<file path="src/rtl/bus_reg_responder.sv">
// ---------------------------------------------------------------------------
// bus_reg_responder
//
// Registered target end of the valid/addr/wdata/rdata/ready bus. Holds a
// NUM_REGS x DATA_W register file that an initiator reads and writes. Each
// request is captured in IDLE, optionally held for WAIT_CYCLES wait states,
// and completed with a single-cycle ready strobe. Accesses to addresses at or
// above NUM_REGS complete with err=1 and touch nothing.
//
// Optional feature macro: BUS_RESP_PARITY_EN
//   Adds even-parity protection on the data paths. A write whose wdata_par
//   disagrees with ^wdata completes with err=1 and is dropped. rdata_par
//   carries ^rdata while ready=1 and is 0 otherwise.
//
// Ports
//   clk        in   1       clock, rising edge
//   rst_n      in   1       asynchronous active-low reset
//   valid      in   1       request, held with write/addr/wdata until ready
//   write      in   1       1 = write, 0 = read
//   addr       in   ADDR_W  register index
//   wdata      in   DATA_W  write data
//   wdata_par  in   1       even parity of wdata (BUS_RESP_PARITY_EN only)
//   rdata_par  out  1       even parity of rdata (BUS_RESP_PARITY_EN only)
//   rdata      out  DATA_W  read data, non-zero only while ready=1
//   ready      out  1       one-cycle completion strobe
//   err        out  1       qualifies ready: access failed
// ---------------------------------------------------------------------------
module bus_reg_responder #(
   parameter int ADDR_W      = 4,
   parameter int DATA_W      = 4,
   parameter int NUM_REGS    = 12,
   parameter int WAIT_CYCLES = 2
) (
   input  logic              clk,
   input  logic              rst_n,
   input  logic              valid,
   input  logic              write,
   input  logic [ADDR_W-1:0] addr,
   input  logic [DATA_W-1:0] wdata,
`ifdef BUS_RESP_PARITY_EN
   input  logic              wdata_par,
   output logic              rdata_par,
`endif
   output logic [DATA_W-1:0] rdata,
   output logic              ready,
   output logic              err
);

   localparam int CNT_W = 4;
   localparam int CNT_LOAD = (WAIT_CYCLES > 0) ? WAIT_CYCLES - 1 : 0;
   localparam logic [ADDR_W:0] NUM_REGS_V = (ADDR_W + 1)'(NUM_REGS);

   typedef enum logic [1:0] {
      S_IDLE = 2'd0,
      S_WAIT = 2'd1,
      S_RESP = 2'd2
   } state_t;

   state_t            state;
   state_t            next_state;
   logic [CNT_W-1:0]  cnt;
   logic [CNT_W-1:0]  next_cnt;
   logic              capture;

   logic              cap_write;
   logic [ADDR_W-1:0] cap_addr;
   logic [DATA_W-1:0] cap_wdata;
`ifdef BUS_RESP_PARITY_EN
   logic              cap_wpar;
`endif

   logic [DATA_W-1:0] regs [NUM_REGS];
   logic [DATA_W-1:0] rd_val;
   logic              in_range;
   logic              resp_err;
   logic              do_write;
   logic [DATA_W-1:0] rdata_d;

   // State and wait counter register. Reset drops any in-flight request,
   // including a write that has not yet committed.
   always_ff @(posedge clk or negedge rst_n) begin
      if (!rst_n) begin
         state <= S_IDLE;
         cnt   <= '0;
      end else begin
         state <= next_state;
         cnt   <= next_cnt;
      end
   end

   // Next-state logic. The counter is loaded so that WAIT lasts exactly
   // WAIT_CYCLES cycles. Dropping valid during WAIT abandons the request;
   // once in RESP the transaction always finishes.
   always_comb begin
      next_state = state;
      next_cnt   = cnt;
      capture    = 1'b0;
      case (state)
         S_IDLE: begin
            if (valid) begin
               capture = 1'b1;
               if (WAIT_CYCLES > 0) begin
                  next_state = S_WAIT;
                  next_cnt   = CNT_W'(CNT_LOAD);
               end else begin
                  next_state = S_RESP;
               end
            end
         end
         S_WAIT: begin
            if (!valid) begin
               next_state = S_IDLE;
            end else if (cnt == '0) begin
               next_state = S_RESP;
            end else begin
               next_cnt = cnt - 1'b1;
            end
         end
         S_RESP: begin
            next_state = S_IDLE;
         end
         default: begin
            next_state = S_IDLE;
         end
      endcase
   end

   // Response decode for the captured request. Read data is picked with a
   // compare loop so the address width never has to match the register
   // count. Parity failures matter only for writes.
   always_comb begin
      rd_val = '0;
      for (int i = 0; i < NUM_REGS; i++) begin
         if (cap_addr == ADDR_W'(i)) begin
            rd_val = regs[i];
         end
      end
      in_range = ({1'b0, cap_addr} < NUM_REGS_V);
      resp_err = !in_range;
`ifdef BUS_RESP_PARITY_EN
      if (cap_write && (cap_wpar != ^cap_wdata)) begin
         resp_err = 1'b1;
      end
`endif
      do_write = (state == S_RESP) && cap_write && !resp_err;
      rdata_d  = '0;
      if ((state == S_RESP) && !cap_write && !resp_err) begin
         rdata_d = rd_val;
      end
   end

   // Request capture and registered response outputs. The outputs are
   // loaded on the edge that leaves RESP, so ready appears WAIT_CYCLES+1
   // edges after capture. The IDLE cycle that follows guarantees ready
   // never stays high for two cycles in a row.
   always_ff @(posedge clk or negedge rst_n) begin
      if (!rst_n) begin
         cap_write <= 1'b0;
         cap_addr  <= '0;
         cap_wdata <= '0;
         ready     <= 1'b0;
         err       <= 1'b0;
         rdata     <= '0;
`ifdef BUS_RESP_PARITY_EN
         cap_wpar  <= 1'b0;
         rdata_par <= 1'b0;
`endif
      end else begin
         if (capture) begin
            cap_write <= write;
            cap_addr  <= addr;
            cap_wdata <= wdata;
`ifdef BUS_RESP_PARITY_EN
            cap_wpar  <= wdata_par;
`endif
         end
         ready <= (state == S_RESP);
         err   <= (state == S_RESP) && resp_err;
         rdata <= rdata_d;
`ifdef BUS_RESP_PARITY_EN
         rdata_par <= (state == S_RESP) ? ^rdata_d : 1'b0;
`endif
      end
   end

   // Register file. A write commits on the same edge that raises ready, so
   // any request captured afterwards already sees the new value.
   always_ff @(posedge clk or negedge rst_n) begin
      if (!rst_n) begin
         for (int i = 0; i < NUM_REGS; i++) begin
            regs[i] <= '0;
         end
      end else begin
         for (int i = 0; i < NUM_REGS; i++) begin
            if (do_write && (cap_addr == ADDR_W'(i))) begin
               regs[i] <= cap_wdata;
            end
         end
      end
   end

endmodule

</file>
<file path="config.mk">
export PLATFORM = sky130hd
export DESIGN_NAME = bus_reg_responder
export DESIGN_NICKNAME = d
export VERILOG_FILES = /design/src/rtl/bus_reg_responder.sv
export SDC_FILE = /design/constraint.sdc
export NUM_CORES = 1
export LEC_CHECK = 0
export ABC_AREA = 0
export BUFFER_PORTS_ARGS = -buffer_cell sky130_fd_sc_hd__buf_2
export CORE_MARGIN = 2
export CORE_UTILIZATION = 55
export CTS_BUF_LIST = sky130_fd_sc_hd__clkbuf_8
export CTS_CLUSTER_DIAMETER = 120
export DETAILED_ROUTE_END_ITERATION = 10
export PLACE_DENSITY_LB_ADDON = 0.12
export RECOVER_POWER = 100
export SLEW_MARGIN = 20
export SYNTH_ARGS = -nofsm -noshare
export SYNTH_HDL_FRONTEND = slang
export SYNTH_SLANG_ARGS = --single-unit
</file>
<file path="constraint.sdc">
create_clock -name clk -period 1.9 [get_ports clk]
set_input_delay 0 -clock clk [delete_from_list [all_inputs] [get_ports clk]]
set_output_delay 0 -clock clk [all_outputs]
set_load 0.05 [all_outputs]
</file>
# Word-level counts from Yosys, hierarchy flattened
# Cells that the tools add are included.
[totals] elab_cells=87 ff_bits=69 input_bits=12
[classes] magnitude_cmp=1 n_eq_ne=17 n_mux=23 n_addsub=1 reduce_logical=25
[op_table] op="$mux 4" count=16
[op_table] op="$logic_and 1x1->1" count=17
[op_table] op="$eq 4x3->1 const B" count=4
[op_table] op="$eq 4x4->1 const B" count=4
[op_table] op="$eq 4x2->1 const B" count=2
[op_table] op="$logic_not 4->1" count=2
[op_table] op="$pmux 4 s2" count=1
[op_table] op="$mux 2" count=3
[op_table] op="$ne 2x2->1 const B" count=3
[op_table] op="$eq 4x1->1 const B" count=1
[op_table] op="$lt 4x4->1 const B" count=1
[op_table] op="$pmux 2 s2" count=1
[op_table] op="$reduce_and 4->1" count=1
[op_table] op="$sub 4x1->4 const B" count=1
[op_table] op="$ne 3x3->1 const B" count=1
[op_table] op="$eq 2x1->1 const B" count=1
[op_table] op="$eq 2x2->1 const B" count=1
[op_table] op="$logic_not 1->1" count=2
[op_table] op="$logic_not 2->1" count=1
[op_table] op="$mux 1" count=2
[op_table] op="$reduce_and 2->1" count=1
[op_table] op="$reduce_bool 2->1" count=1

# Logic depth before layout (Yosys ltp)
# Gate-level depths: netlist (run 1).
[logic_depth] word_depth=14 ltp_mapped=7 mapped_depth_nobuf=6

# Worst setup path before layout (run 1)
# OpenSTA, ideal clock, no wires.
[synth_path] path_kind="reg-to-reg" startpoint="register cap_addr[2]" endpoint="register regs[4] (netlist bit)" setup_ps=125 arrival_time_ps=1446 required_time_ps=1775 setup_slack_ps=329 stages_incl_launch_ff=6 cell_sequence="dfrtp_1 > buf_2 > and2b_1 > nand3_1 > nor2_1 > mux2_2"
[synth_between] elab_chain_len=3 word_cells_on_any_way=4 cone_classes="1 x order compare; 1 x eq/ne; 2 x reduce/logical"
[synth_rtl] element="start: declaration" line="66" source="logic [ADDR_W-1:0] cap_addr;"
[synth_rtl] element="start signal: assignment" line="171" source="cap_addr <= addr;"
[synth_rtl] element="$lt 4x4->1" line="138" source="in_range = ({1'b0, cap_addr} < NUM_REGS_V);"
[synth_rtl] element="$logic_and 1x1->1" line="145" source="do_write = (state == S_RESP) && cap_write && !resp_err;"
[synth_rtl] element="$logic_and 1x1->1 (*)" line="195" source="if (do_write && (cap_addr == ADDR_W'(i))) begin"
[synth_rtl] element="end signal: indexed assignment" line="196" source="regs[i] <= cap_wdata;"
[synth_rtl] element="end: declaration" line="72" source="logic [DATA_W-1:0] regs [NUM_REGS];"
# Mark *: on every way between the ends. The rest lies on a longest branch, timed or not.
# A chain may end at the register's enable or synchronous reset.

# Worst setup path after layout (run 1)
[layout_path] startpoint="register state[0]" endpoint="register regs[37] (netlist bit)"
[layout_between] elab_chain_len=4
[layout_rtl] element="start: declaration" line="59" source="state_t state;"
[layout_rtl] element="start signal: assignment" line="86" source="state <= next_state;"
[layout_rtl] element="$eq 2x2->1" line="145"
[layout_rtl] element="$logic_and 1x1->1 (2 in series)" line="145"
[layout_rtl] element="$logic_and 1x1->1" line="195"
# Every way passes these cells.

==> metrics.csv, run 1 <==
stage,metric,value,unit
synth,yosys.area.top_type,dfrtp_1,
clock_network,root_buffer,clkbuf_8,
die,start_util,57.4,%
setup_path,reg2reg_slack,0.11,ns
setup_path,cp_data_required_time,2.13,ns
sta,slew-limit-headroom,38.9,%
die,die_x,80.3,um
detailed_routing,firstDrtPassIters,4,
sta,final-setup-viol-count,0,
clock_network,clkLatencyLatePin,0.34,ns
detailed_routing,wl_per_cell,17.8,um
synth,ys_ff_latch,69,
synth,synth_nets,276,
global_routing,grt_pass1_vias,2163,
finish,layout-drive-gt1-share,32.5,%
synth,ys_types,40,
clock_network,clkTransAtPathRegs,0.07,ns
min_path,hold_path_depth,4,
job,cap_violations,0,
sta,hold_viol,0,
synth,ys.warnings.count,0,
setup_path,cp-end-kind,register,
synth,synth-main-ff-cell,dfrtp_1,
sta,setup_ws,0.110,ns
detailed_routing,drc,0,
sta,fmax,0.559,GHz
setup_path,critPathKind,reg -> reg,
die,die_area,6450,sq um
finish,n_antenna_cell,0,
min_path,worstHoldStart,addr[2],
sta,timing.setup.tns,0,ns
global_routing,grt_antenna_before_repair,0,
clock_network,post_cts_buffers,0,
power,power.density,1160,nW/um^2
place,port_buffers,17,
detailed_routing,final_antenna_net_count,0,
clock_network,cts.sinks,69,
global_routing,grt_pass1_wl,11200,um
detailed_routing,finalWirelength,6690,um
die,rows,27,
sta,tightest_slew,0.916,ns
clock_network,h-tree-depth,3,
power,p_leak,1.74,nW
power,total_power,4.29,mW
clock_network,cts_tree,built,
setup_path,start_kind,register,
die,io_pins,18,
synth,syn_inst,262,
setup_path,crit_family,simple AND/OR/NAND/NOR gates,
die,coreArea,5570,sq um
setup_path,reg2regPathDepth,4,
power,vdd_drop_max,0.638,mV
clock_network,clk_path_buf_depth,2,
sta,fin_skew,0.00729,ns
synth,netlist_area,3200,sq um
global_routing,grt_max_degree,70,
place,hpwl,4550,um
setup_path,critPathMaxStageDelay,0.41,ns
global_routing,overflow,0,
place,place_inst,351,
finish,syn2layout_area_growth,15.6,%
setup_path,r2r-start,state[0],
synth,syn_area_per_cell,12.2,sq um
sta,finalMaxSlewViolations,0,
detailed_routing,drt_iter0_drc,224,
synth,ys_top_cells_by_area,"dfrtp_1 54%, mux2_2 20%, mux2i_1 2.8%",
setup_path,cp_max_fo,5,
setup_path,crit_slowest_cell,dfrtp_1,
run_status,outcome,finished clean,
sta,grt_setup_unrepaired,false,
finish,stdcell_area,3700,sq um
global_routing,grt_usage,23.6,%
detailed_routing,viasPerCell,5.69,
synth,synthArstFlopShare,100,%
die,die_h,80.3,um
sta,period_share,94.2,%
finish,instances_no_fill,377,
place,place.gp.congestion,0.853,
setup_path,crit_chain,nand2b_1 > nor4b_4 > nand3_1 > mux2_2,
synth,yosysSeqAreaShare,53.9,%
place,pre_cts_ws,0.0738,ns
setup_path,arrival,2.02,ns
clock_network,cts_made_buffers,9,
synth,synth_top_area_share,53.9,%
min_path,min_to,cap_addr[2],
detailed_routing,num_vias,2144,
finish,fin_nets,315,
min_path,hold_class,in -> reg,
setup_path,reg2reg_to,regs[37],
synth,synth-edff-count,0,
sta,fin_crit,1.79,ns
place,place_area,3420,sq um
setup_path,crit_buf_inv,0,
[sequential cells by signal, indices dropped and copies added, names as in the netlist]
name       count
regs          48
cap_addr       4
cnt            4
err            1
state          2
rdata          4
cap_wdata      4
cap_write      1
ready          1
[cell families (layout without fill, tap and decap cells)]
logic type / count (synthesis) / in the layout / share of synthesized area, %
compound gates: 41 / 41 / 8.17
xor+xnor: 2 / 2 / 0.547
fa+ha+maj: 2 / 2 / 0.782
buf+inv: 21 / 64 / 2.85
flops: 69 / 69 / 53.9
mux: 66 / 66 / 23.2
simple gates: 61 / 61 / 10.5
[per-layer routing]
layer	global-route usage, %	up-vias	share of wire, %
met5	0	-	0
met3	4.49	17	3.6
met4	10.7	0	2.6
met2	33.9	45	44
li1	-	1015	-
met1	34.6	1067	50
[synthesized netlist by cell type (2+ instances only)]
| master | count |
|---|---|
| a211oi_1 | 2 |
| a21oi_1 | 12 |
| a22oi_1 | 2 |
| a31oi_1 | 2 |
| and2_1 | 3 |
| and2b_1 | 2 |
| and3_1 | 2 |
| buf_2 | 4 |
| buf_4 | 2 |
| clkbuf_1 | 7 |
| dfrtp_1 | 69 |
| ha_1 | 2 |
| inv_1 | 8 |
| mux2_2 | 56 |
| mux2i_1 | 9 |
| nand2_1 | 12 |
| nand2b_1 | 6 |
| nand3_1 | 8 |
| nand3b_1 | 3 |
| nor2_1 | 17 |
| o21ai_0 | 11 |
| o22a_1 | 3 |
| o311ai_0 | 2 |
| xor2_1 | 2 |
[cell usage in the layout, fill, tap and decap left out, types with 6 or more instances in the layout]
| master | Yosys | routed |
|---|---|---|
| mux2_2 | 56 | 56 |
| nor2_1 | 17 | 17 |
| nand3_1 | 8 | 8 |
| buf_4 | 2 | 8 |
| buf_2 | 4 | 11 |
| a21oi_1 | 12 | 12 |
| mux2i_1 | 9 | 9 |
| clkbuf_8 | 0 | 14 |
| nand2b_1 | 6 | 6 |
| inv_1 | 8 | 9 |
| dlygate4sd3_1 | 0 | 11 |
| nand2_1 | 12 | 12 |
| o21ai_0 | 11 | 11 |
| dfrtp_1 | 69 | 67 |
| clkbuf_1 | 7 | 8 |
[per-stage QoR]
step | hold slack (ns) | util [%]
2_1_floorplan | -0.296 | -
4_1_cts | 0.219 | 66.9
6_report | 0.416 | 66.4
3_3_place_gp | 0.0487 | 61.4
3_5_place_dp | 0.0509 | 61.4
5_1_grt | 0.425 | 66.4
[final cells by class]
class | instances | area (sq um)
clock inverters | 1 | 3.75
clock buffers | 14 | 193
repair buffers | 41 | 273
well taps | 72 | 90.1
inverters | 8 | 30.0
flip-flops and latches | 69 | 1730
multi-input cells | 172 | 1380
fillers | 449 | 1870
[how the worst max path moves through the flow]
stage,startpoint,to,slack (ns),depth (start not counted)
2_1_floorplan,cap_addr[2],regs[4],0.33,5
3_3_place_gp,cap_addr[0],regs[29],0.08,6
3_5_place_dp,cap_addr[0],regs[13],0.07,6
4_1_cts,cap_addr[0],regs[14],0.06,6
5_1_grt,cap_addr[0],regs[14],0.008,6
6_report,state[0],regs[37],0.11,4
[worst register-to-register path, cell delays in order, from the launching register on]
cell      delay, ns
dfrtp_1        0.41
nand2b_1       0.25
nor4b_4        0.40
nand3_1        0.27
mux2_2         0.34
[repair_timing]
item	4_1_cts	5_1_grt
hold endpoints to repair	79	0
hold buffers	11	0
gates resized for setup	0	2
setup endpoints to repair	0	24
[where the power goes]
part | switching, mW | internal, mW
logic | 0.564 | 0.507
clock network | 0.521 | 0.641
registers | 0.346 | 1.71
total | 1.43 | 2.86
No activity file was read; power rests on OpenSTA's default activity.
==> inputs of run 2 (changes only) <==
Settings changed: CORE_UTILIZATION 55 to 40.
==> run 2 against run 1 <==
Non-clock buffer count rose by 4. Clock skew rose by 0.00085 ns. Die area rose by 35%. Sequential cell count did not move. Register-to-register slack barely moved. First-iteration DRC count fell by 52%. Critical path type unchanged. Critical endpoint is now regs[25]. Largest cell class unchanged.
==> metrics.csv, run 2 (synthesis gave the netlist of run 1 again) <==
stage,metric,value,unit,change
die,io_pins,18,,unchanged
detailed_routing,num_vias,2158,,+0.65%
finish,n_antenna_cell,0,,unchanged
place,pre_cts_ws,0.0819,ns,+0.00808 ns
detailed_routing,drc,0,,unchanged
sta,period_share,94.6,%,+0.34 points
finish,nFillCells,691,,+54%
clock_network,cts_tree,built,,
place,port_buffers,17,,unchanged
sta,final-setup-viol-count,0,,unchanged
sta,fin_skew,0.00814,ns,+0.000850 ns
job,cap_violations,0,,unchanged
finish,syn2layout_area_growth,20.4,%,
setup_path,arrival,2.02,ns,about the same
setup_path,crit_slowest_cell,dfrtp_1,,
setup_path,crit_chain,nand2b_1 > inv_1 > nand3_1 > nor2_2 > mux2_2,,
detailed_routing,wl_per_cell,17.1,um,-3.9%
die,die_h,93.5,um,+16%
sta,tightest_slew,0.927,ns,+0.0105 ns
global_routing,grt_pass1_vias,2222,,+2.7%
place,hpwl,4870,um,+7.0%
die,coreArea,7730,sq um,+39%
die,start_util,41.4,%,-16 points
finish,final_common_cell,dfrtp_1,,
sta,setup_ws,0.104,ns,-0.00652 ns
power,vdd_drop_max,0.490,mV,-23%
sta,slew-limit-headroom,38.2,%,-0.70 points
place,place_area,3500,sq um,+2.3%
min_path,worstHoldStart,addr[2],,
finish,fin_nets,319,,+1.3%
clock_network,cts_made_buffers,9,,unchanged
setup_path,start_kind,register,,
detailed_routing,final_antenna_net_count,0,,unchanged
sta,fmax,0.557,GHz,-0.36%
finish,largest_reg_flops,48,,unchanged
setup_path,cp_max_fo,5,,unchanged
die,rows,32,,+19%
power,power.density,1210,nW/um^2,+4.0%
setup_path,reg2regPathDepth,5,,+1
detailed_routing,finalWirelength,7030,um,+5.0%
power,p_leak,1.79,nW,+2.7%
global_routing,grt_pass1_wl,11800,um,+5.3%
setup_path,critPathKind,reg -> reg,,
run_status,outcome,finished clean,,
sta,grt_setup_unrepaired,true,,
clock_network,h-tree-depth,3,,unchanged
setup_path,r2r-start,state[0],,
detailed_routing,firstDrtPassIters,5,,+1
power,total_power,4.65,mW,+8.4%
sta,finalMaxSlewViolations,0,,unchanged
global_routing,grt_usage,18.1,%,-5.5 points
detailed_routing,viasPerCell,5.24,,-7.9%
finish,stdcell_area,3850,sq um,+4.2%
clock_network,cts.sinks,69,,unchanged
clock_network,clk_path_buf_depth,2,,unchanged
setup_path,cp-end-kind,register,,
global_routing,grt_max_degree,70,,unchanged
place,place.gp.congestion,0.811,,-4.9%
global_routing,grt_antenna_before_repair,0,,unchanged
die,die_area,8730,sq um,+35%
finish,utilization,49.9,%,-17 points
die,die_x,93.5,um,+16%
sta,hold_viol,0,,unchanged
detailed_routing,drt_iter0_drc,108,,-52%
setup_path,cp_data_required_time,2.12,ns,about the same
sta,fin_crit,1.80,ns,+0.00652 ns
min_path,hold_class,in -> reg,,
finish,layout-drive-gt1-share,34.8,%,+2.4 points
clock_network,clkTransAtPathRegs,0.08,ns,about the same
global_routing,overflow,0,,unchanged
finish,largest-register,regs,,
finish,layout_common_cells,"69 x dfrtp_1, 56 x mux2_2",,
setup_path,critPathMaxStageDelay,0.41,ns,about the same
min_path,hold_path_depth,4,,unchanged
clock_network,clkLatencyLatePin,0.34,ns,about the same
clock_network,root_buffer,clkbuf_8,,
setup_path,crit_start,state[0],,
sta,timing.setup.tns,0,ns,unchanged
## run 2: path summary, 6_finish.rpt
path | end | slack (ns)
max | regs[25] | 0.10
min | cap_addr[2] | 0.41
max in group asynchronous | regs[27] | 0.86
max reg2reg | regs[25] | 0.10
min in group asynchronous | cnt[2] | 0.44
min reg2reg | regs[46] | 0.51
## run 2: cell type report
class | instances | area (sq um) | share of cell area [%]
Clock buffer | 11 | 151 | 3.93
Clock inverter | 5 | 106 | 2.76
Inverter | 8 | 30.0 | 0.779
Multi-Input combinational cell | 172 | 1400 | 36.2
Sequential cell | 69 | 1730 | 44.8
Tap cell | 102 | 128 | 3.31
Timing Repair Buffer | 45 | 318 | 8.24
## run 2: layer usage
metal	global-route usage (%)	part of all wire [%]	up-vias
met3	4.27	5.7	10
met4	6.86	1.4	0
met1	24.9	47	1057
met5	0	0	-
met2	27.8	46	63
li1	-	-	1028
## run 2: repair_timing
item,in CTS,in global routing
gates resized for setup,0,5
buffers inserted,0,0
endpoints found under the hold margin,79,0
endpoints found under the setup margin,0,17
hold buffers,11,0
## run 2: worst max-delay path, delay by kind of cell (launching register included)
family	cells	cell delay, ns
and+or+nand+nor	3	0.74
buffers and inverters	1	0.16
muxes	1	0.37
DFF	1	0.41
## run 2: power breakdown
part / total (mW) / internal, mW / switching (mW)
combinational: 1.10 / 0.528 / 0.577
clock: 1.50 / 0.946 / 0.554
sequential: 2.04 / 1.70 / 0.339
## run 2: per-stage QoR
step                      cells  hold slack (ns)
final                       412            0.414
after global routing        412            0.427
after CTS                   412            0.219
after detailed placement    385           0.0507
after global placement      385           0.0546
after floorplan             262           -0.296
==> inputs of run 3 (changes only) <==
Settings changed: CORE_UTILIZATION 40 to 60.
==> run 3 against run 2 <==
Final cell count shrank 7.5%. Sequential share of layout area grew 1.5 points. Register-to-register slack got worse by 0.03 ns. Global-route usage grew 9.1 points. Routed wire length grew 4.9%. Clock skew is 0.0058 ns higher. Sequential power about the same. Sequential cell count did not move. Design area fell by 3.3%. Utilization rose by 23 points. Highest routed layer unchanged.
==> metrics.csv, run 3 (synthesis gave the netlist of run 1 again) <==
stage,metric,value,unit,change
detailed_routing,num_vias,2297,,+6.4%
finish,final_common_cell,dfrtp_1,,
global_routing,grt_usage,27.2,%,+9.1 points
finish,layout-drive-gt1-share,32.2,%,-2.7 points
finish,layout_common_cells,"69 x dfrtp_1, 56 x mux2_2, 17 x nor2_1",,
detailed_routing,finalWirelength,7370,um,+4.9%
sta,period_share,96.2,%,+1.6 points
finish,largest-register,regs,,
finish,fin_nets,320,,+0.31%
global_routing,overflow,0,,unchanged
detailed_routing,drt_iter0_drc,291,,+170%
clock_network,cts.sinks,69,,unchanged
setup_path,crit_family,simple AND/OR/NAND/NOR gates,,
finish,nFillCells,388,,-44%
place,hpwl,4920,um,+1.1%
detailed_routing,firstDrtPassIters,4,,-1
sta,hold_viol,0,,unchanged
power,vdd_drop_max,1.01,mV,+110%
place,place.gp.congestion,0.854,,+5.3%
power,power.density,1180,nW/um^2,-1.9%
global_routing,grt_max_degree,47,,-33%
die,coreArea,5140,sq um,-33%
setup_path,cp-end-kind,register,,
power,p_leak,1.76,nW,-2.0%
global_routing,grt_antenna_before_repair,0,,unchanged
sta,setup_ws,0.0731,ns,-0.0304 ns
finish,seq_area,1730,sq um,unchanged
global_routing,grt_pass1_wl,12200,um,+4.0%
clock_network,root_buffer,clkbuf_8,,
place,place_inst,354,,-8.1%
setup_path,cp_max_fo,5,,unchanged
die,die_area,5930,sq um,-32%
sta,grt_setup_unrepaired,true,,
clock_network,clkLatencyLatePin,0.35,ns,about the same
finish,utilization,72.5,%,+23 points
place,port_buffers,17,,unchanged
setup_path,critPathMaxStageDelay,0.44,ns,+0.03 ns
clock_network,cts_tree,built,,
run_status,outcome,finished clean,,
power,total_power,4.41,mW,-5.2%
sta,fin_crit,1.83,ns,+0.0304 ns
setup_path,start_kind,register,,
global_routing,grt_pass1_vias,2462,,+11%
clock_network,post_cts_buffers,0,,unchanged
setup_path,crit_slowest_cell,nor4b_4,,
die,rows,26,,-19%
detailed_routing,wl_per_cell,19.3,um,+13%
die,die_x,77.0,um,-18%
sta,final-setup-viol-count,0,,unchanged
sta,fmax,0.547,GHz,-1.7%
clock_network,clkTransAtPathRegs,0.07,ns,about the same
clock_network,cts_made_buffers,9,,unchanged
finish,n_antenna_cell,0,,unchanged
finish,multi_input_area,1380,sq um,-0.81%
sta,timing.setup.tns,0,ns,unchanged
finish,instances_no_fill,381,,-7.5%
setup_path,arrival,2.06,ns,+0.04 ns
sta,slew-limit-headroom,9.82,%,-28 points
clock_network,h-tree-depth,3,,unchanged
min_path,hold_class,in -> reg,,
sta,finalMaxSlewViolations,0,,unchanged
setup_path,crit_buf_inv,0,,-1
detailed_routing,drc,0,,unchanged
setup_path,crit_chain,nand2b_1 > nor4b_4 > nand3_1 > mux2_2,,
detailed_routing,viasPerCell,6.03,,+15%
sta,tightest_slew,1.35,ns,+0.426 ns
sta,fin_skew,0.0140,ns,+0.00583 ns
finish,syn2layout_area_growth,16.5,%,
die,start_util,62.3,%,+21 points
job,cap_violations,0,,unchanged
detailed_routing,final_antenna_net_count,0,,unchanged
die,die_h,77.0,um,-18%
place,pre_cts_ws,0.101,ns,+0.0190 ns
die,io_pins,18,,unchanged
setup_path,critPathKind,reg -> reg,,
setup_path,cp_data_required_time,2.13,ns,about the same
clock_network,clk_path_buf_depth,2,,unchanged
finish,largest_reg_flops,48,,unchanged
==> run 3: changes by cell type in the layout (fill, tap and decap cells not counted), moves of 2 or more <==
| cell | delta |
|---|---|
| buf_4 | -3 |
| nor2_1 | +5 |
| clkbuf_1 | +3 |
| buf_2 | -2 |
| bufinv_16 | -2 |
| clkbuf_2 | +4 |
| nor2_2 | -5 |
==> run 3: final cells by class <==
cell class	count	area share (%)
inverter	8	0.805
multi-input combinational	172	37.1
timing repair buffer	46	8.05
tap	70	2.35
clock inverter	6	1.68
clock buffer	10	3.69
sequential	69	46.3
==> run 3: worst reg2reg max path: stages, from the launching register on <==
cell	delay, ns
dfrtp_1	0.42
nand2b_1	0.25
nor4b_4	0.45
nand3_1	0.26
mux2_2	0.34
==> run 3: repair_timing <==
| action | in CTS | in global routing |
|---|---|---|
| setup endpoints to repair | 0 | 2 |
| hold buffers | 11 | 0 |
| endpoints found under the hold margin | 33 | 0 |
| resized for setup | 0 | 1 |
==> run 3: final timing paths <==
path                                      to  startpoint  slack [ns]  cells after the start
max in group asynchronous           regs[29]       rst_n        0.38                      3
worst min register to register      regs[35]    regs[35]        0.51                      1
worst max register to register      regs[39]    state[0]        0.07                      4
min in group asynchronous        cap_addr[0]       rst_n        0.47                      2
worst max-delay path                regs[39]    state[0]        0.07                      4
worst min-delay path            cap_wdata[1]    wdata[1]        0.42                      3
==> run 3: per-layer routing <==
metal	GRT usage [%]	part of all wire, %	vias up
li1	-	-	1031
met2	43.9	48	89
met5	0	0	-
met3	6.35	5.7	32
met4	15.2	4.2	0
met1	33.9	42	1145
==> run 3: report_power, final <==
| group | total (mW) | leakage (nW) | internal [mW] | switching, mW |
|---|---|---|---|---|
| Combinational | 1.13 | 0.723 | 0.530 | 0.602 |
| Sequential | 2.06 | 0.934 | 1.70 | 0.355 |
| Clock | 1.22 | 0.100 | 0.639 | 0.577 |
==> run 3: stage by stage <==
| stage | area (sq um) | hold slack, ns |
|---|---|---|
| 6_report | 3730 | 0.418 |
| 3_5_place_dp | 3460 | 0.0262 |
| 5_1_grt | 3730 | 0.423 |
| 3_3_place_gp | 3460 | 0.0234 |
| 2_1_floorplan | 3200 | -0.296 |
| 4_1_cts | 3770 | 0.192 |
